[config.mk]
export PLATFORM = sky130hd
export DESIGN_NAME = flow_director_out_fifo
export DESIGN_NICKNAME = d
export VERILOG_FILES = /design/src/rtl/flow_director_out_fifo.sv
export SDC_FILE = /design/constraint.sdc
export NUM_CORES = 1
export LEC_CHECK = 0
export BUFFER_PORTS_ARGS = -buffer_cell sky130_fd_sc_hd__clkbuf_2
export CELL_PAD_IN_SITES_DETAIL_PLACEMENT = 0
export CELL_PAD_IN_SITES_GLOBAL_PLACEMENT = 2
export CORE_AREA = 2 2 218 435
export CTS_CLUSTER_SIZE = 12
export DETAILED_ROUTE_END_ITERATION = 10
export DIE_AREA = 0 0 220 437
export GPL_TIMING_DRIVEN = 0
export PLACE_DENSITY = 0.75
export SYNTH_ARGS = -nofsm -noshare
export SYNTH_HDL_FRONTEND = slang
export SYNTH_SLANG_ARGS = --single-unit
[constraint.sdc]
create_clock -name clk -period 13.1 [get_ports clk]
set_clock_uncertainty 0.05 [all_clocks]
set_input_delay 1.965 -clock clk [delete_from_list [all_inputs] [get_ports clk]]
set_output_delay 1.965 -clock clk [all_outputs]
set_load 0.01 [all_outputs]
[src/rtl/flow_director_out_fifo.sv]
`default_nettype none
// +----------------------------------------------------------------------------+
// | flow_director_out_fifo                                                     |
// | Elastic metadata FIFO between flow director and queue manager, with        |
// | occupancy, almost-full flag and optional drop-on-full mode.                |
// | Optional counters: define FLOW_DIRECTOR_OUT_FIFO_STATS_EN.                  |
// | Rev 1.0                                                                    |
// +----------------------------------------------------------------------------+
module flow_director_out_fifo #(
  parameter int DEPTH  = 16,
  parameter int META_W = 64,
  localparam int AW    = $clog2(DEPTH)
) (
  input  logic              clk,
  input  logic              rst_n,
  input  logic [META_W-1:0] in_meta_data,
  input  logic              in_meta_valid,
  output logic              in_meta_ready,
  output logic [META_W-1:0] out_meta_data,
  output logic              out_meta_valid,
  input  logic              out_meta_ready,
  input  logic              cfg_drop_when_full,
  input  logic [AW:0]       cfg_almost_full_thr,
  output logic [AW:0]       occupancy,
  output logic              almost_full,
  output logic [31:0]       stat_accepted,
  output logic [31:0]       stat_dropped
);

  localparam logic [AW:0] C_DEPTH = (AW+1)'(DEPTH);

  logic [META_W-1:0] mem_q [DEPTH];
  logic [AW-1:0]     wr_ptr_q, rd_ptr_q;
  logic [AW:0]       count_q, count_d;
  logic              rdy_q;
  logic              af_q;
  logic              full;
  logic              push_req;
  logic              wr_en;
  logic              pop;

  // Full is judged on the registered count, before any same-cycle pop.
  assign full           = (count_q == C_DEPTH);
  assign in_meta_ready  = rdy_q & (cfg_drop_when_full | ~full);
  assign push_req       = in_meta_valid & in_meta_ready;
  assign wr_en          = push_req & ~full;
  assign out_meta_valid = (count_q != '0);
  assign pop            = out_meta_valid & out_meta_ready;
  assign out_meta_data  = mem_q[rd_ptr_q];
  assign occupancy      = count_q;
  assign almost_full    = af_q;

  always_comb begin
    count_d = count_q + (AW+1)'(wr_en) - (AW+1)'(pop);
  end

  always_ff @(posedge clk or negedge rst_n) begin
    if (!rst_n) begin
      wr_ptr_q <= '0;
      rd_ptr_q <= '0;
      count_q  <= '0;
      rdy_q    <= 1'b0;
      af_q     <= 1'b0;
    end else begin
      rdy_q   <= 1'b1;
      count_q <= count_d;
      af_q    <= (count_d >= cfg_almost_full_thr);
      if (wr_en) wr_ptr_q <= wr_ptr_q + AW'(1);
      if (pop)   rd_ptr_q <= rd_ptr_q + AW'(1);
    end
  end

  // Storage holds don't-care data after reset, so it needs no reset.
  always_ff @(posedge clk) begin
    if (wr_en) mem_q[wr_ptr_q] <= in_meta_data;
  end

`ifdef FLOW_DIRECTOR_OUT_FIFO_STATS_EN
  logic        drop;
  logic [31:0] acc_q, drp_q;

  assign drop = push_req & full;

  always_ff @(posedge clk or negedge rst_n) begin
    if (!rst_n) begin
      acc_q <= '0;
      drp_q <= '0;
    end else begin
      if (wr_en && acc_q != 32'hFFFF_FFFF) acc_q <= acc_q + 32'd1;
      if (drop  && drp_q != 32'hFFFF_FFFF) drp_q <= drp_q + 32'd1;
    end
  end

  assign stat_accepted = acc_q;
  assign stat_dropped  = drp_q;
`else
  assign stat_accepted = '0;
  assign stat_dropped  = '0;
`endif

endmodule
`default_nettype wire

==> flow_summary_export.csv <==
group,metric,value,unit
run_status,status,"finished clean",
yosys,yosys.area_share.simple,1.11,%
routing,avgRoutedWirePerCell,27.9,um
routing,routed_wl,92700,um
timing,setup_viol,0,
worst_setup_path,critical_path.endpoint,"out_meta_data[2]",
routing,route.vias.total,18600,
floorplan,initial_core_util,42.9,%
power_and_ir_drop,swShare,30.8,%
yosys,synth_compound_area_share,2.57,%
place,dp_slack,8.27,ns
timing,tightest_slew,1.34,ns
yosys,yosys_register_bits,1039,
timing,relSlewSlack,10.2,%
worst_setup_path,startpoint_type,"flip-flop",
power_and_ir_drop,pwr-share-clk,26.5,%
global_route,antenna_found_initial,9,
place,port_buffers,145,
worst_setup_path,crit_path_top_delay_cell,"nor2_1",
final_layout,register_area,0.0311,sq mm
global_route,grt_pass1_wl,134000,um
worst_setup_path,cp_cell_sequence,"nor2_1, clkbuf_1, a22oi_1, nand2_1, clkbuf_2",
power_and_ir_drop,power.total,9.24,mW
global_route,grt_pass1_vias,20100,
final_layout,layout_commonest_cell,"edfxtp_1",
yosys,synthXorXnorAreaFrac,0.221,%
worst_setup_path,endpoint_kind,"primary output",
routing,drtPass1Iterations,5,
power_and_ir_drop,switching_power,2.85,mW
clock_tree,cts-resized-gates,0,
routing,routed_via_density,5.58,
final_layout,final_cell_mix,"1024 x edfxtp_1, 256 x mux4_2, 146 x clkbuf_2, 128 x a22oi_1, 117 x buf_4",
global_route,grt_max_degree,41,
timing,max_freq,0.183,GHz
floorplan,core_area,0.0925,sq mm
final_layout,final_layout_size_suffix_gt1_share,32.4,%
yosys,ys.flop_type,"edfxtp_1",
clock_tree,clkLatencyLatePin,0.68,ns
worst_setup_path,reg2reg_to,"almost_full",
clock_tree,cts_buffers,96,
place,dp_cells,3210,
hold_path,min_path_type,"reg -> reg",
place,dp_hpwl,59100,um
floorplan,pin_count,210,
yosys,synth-edff-count,1024,
yosys,synthesis.area,0.0397,sq mm
clock_tree,tritoncts,"built",
floorplan,die_y,437,um
power_and_ir_drop,pwr-share-comb,31.4,%
final_layout,fillers,7397,
power_and_ir_drop,internal_power,6.39,mW
clock_tree,cts_sinks,1039,
timing,tns,0,ns
final_layout,final_util,49.4,%
clock_tree,path_clk_slew,0.06,ns
run,max_cap_violations,0,
yosys,avgSynthCellArea,22.9,sq um
final_layout,fin_nets,2199,
power_and_ir_drop,ir_drop,0.144,mV
timing,min_period,5.46,ns
clock_tree,ctsHtreeMaxLevel,3,
yosys,synth_fa_ha_area_share,0.554,%
timing,slew_violations,0,
power_and_ir_drop,p_leak,15.0,nW
power_and_ir_drop,powerDensity,202,mW/mm^2
timing,hold_viol,0,
worst_setup_path,regToRegSetupSlack,9.43,ns
timing,timing.final.crit_share,41.7,%
worst_setup_path,slowest_delay,1.02,ns
place,place.gp.congestion,0.705,
clock_tree,root_buffer,"clkbuf_16",
clock_tree,hold_buffers,0,
floorplan,fp.dieArea,0.0961,sq mm
worst_setup_path,critPathLaunch,"rd_ptr_q[2]",
yosys,async_flop_share,1.44,%
worst_setup_path,critPathKind,"reg -> out",
routing,drc,0,
clock_tree,cts_buffer_depth,3,
power_and_ir_drop,pwr-share-seq,42.1,%
yosys,ys.warnings.count,0,
routing,drtIter0Drc,1472,
final_layout,fin_cells,3327,
worst_setup_path,worstPathRequired,11.09,ns
final_layout,area_delta_synth_final,15.1,%
timing,whs,0.487,ns
floorplan,dieWidth,220,um
final_layout,fin_area,0.0457,sq mm
floorplan,rows,158,
global_route,grt_remaining_overflow,0,
yosys,postSynthCellCount,1734,
worst_setup_path,worstRegToRegCells,17,
final_layout,multiInputGateArea,0.00787,sq mm
timing,fin_ws,7.64,ns
worst_setup_path,critPathArrivalTime,3.45,ns
yosys,synth_cell_type_count,34,
yosys,synthMuxAreaShare,14.6,%
place,placedInstanceArea,0.0432,sq mm
routing,drtAntennaViolNets,0,
worst_setup_path,r2r_start,"occupancy[3]",
global_route,grt_usage,19.6,%
timing,rsz0062_at_grt,"no",
yosys,ys_seq_area_share,78.4,%
yosys,synth_top_family_by_area,"multiplexers",
worst_setup_path,worstPathMaxFanout,10,
clock_tree,post_cts_buffers,0,
cell type report:
type,instances,share of cell area [%]
Buffer,153,2.10
Inverter,20,0.164
Clock inverter,7,0.189
Sequential cell,1039,68.1
Tap cell,1200,3.28
Multi-Input combinational cell,585,17.2
Clock buffer,109,5.41
Timing Repair Buffer,213,3.55
Antenna cell,1,0.00547
critical path: cells and delay by family, from the launching register on:
kind,cells,cell delay [ns]
AO/OA/AOI/OAI,1,0.18
buffers and inverters,2,0.90
flip-flops,1,0.43
AND/OR/NAND/NOR,2,1.25
how the worst min path moves through the flow:
stage,from,end,slack [ns],cells after the start
after global placement,rd_ptr_q[3],rd_ptr_q[3],0.46,1
after detailed placement,rd_ptr_q[3],rd_ptr_q[3],0.48,1
final,rd_ptr_q[3],rd_ptr_q[3],0.49,1
after floorplan,rd_ptr_q[3],rd_ptr_q[3],0.44,1
after global routing,rd_ptr_q[3],rd_ptr_q[3],0.53,1
after CTS,rd_ptr_q[3],rd_ptr_q[3],0.49,1
routing by layer:
layer,GRT usage [%],part of all wire [%],wire length [um]
met5,0,0.13,117
met3,3.81,5.8,5340
met4,5.28,2.0,1850
met2,35.9,55,51300
met1,23.3,37,34100
power groups by stage:
stage | Combinational [mW] | Clock (mW) | Sequential [mW]
4_1_cts | 2.98 | 2.50 | 3.89
2_1_floorplan | 1.85 | 0 | 3.97
3_3_place_gp | 2.88 | 0 | 4.00
3_5_place_dp | 2.98 | 0 | 3.96
6_report | 2.90 | 2.45 | 3.89
5_1_grt | 3.13 | 2.61 | 3.90
cell usage after synthesis, types with 2 or more instances:
cell	instances	area, sq um
a22oi_1	128	961
o21ai_0	2	10.0
conb_1	2	7.51
xor2_1	3	26.3
buf_1	19	71.3
inv_1	20	75.1
nor4_1	4	25.0
buf_2	11	55.1
buf_6	11	124
nand4_1	2	12.5
clkbuf_1	34	128
mux4_2	256	5770
and2_1	10	62.6
edfxtp_1	1024	30700
dfrtp_1	15	375
nor2b_1	2	12.5
xnor2_1	7	61.3
nor3b_1	2	15.0
ha_1	16	200
nor2_1	5	18.8
a21o_1	2	15.0
nand2_1	68	255
a21oi_1	4	20.0
buf_4	77	578
flip-flops by register name (all words and copies together) (netlist names):
signal / flops
rd_ptr_q: 4
almost_full: 1
rdy_q: 1
occupancy: 5
mem_q: 1024
wr_ptr_q: 4
logic make-up (layout without fill, tap and decap cells):
group           after synthesis  in the layout
xor+xnor                     10             10
buf+inv                     173            502
fa+ha+maj                    17             17
flops                      1039           1039
simple gates                 98             98
other cells                   2             66
mux                         257            257
compound gates              138            138
(Power assumes the default switching activity.)
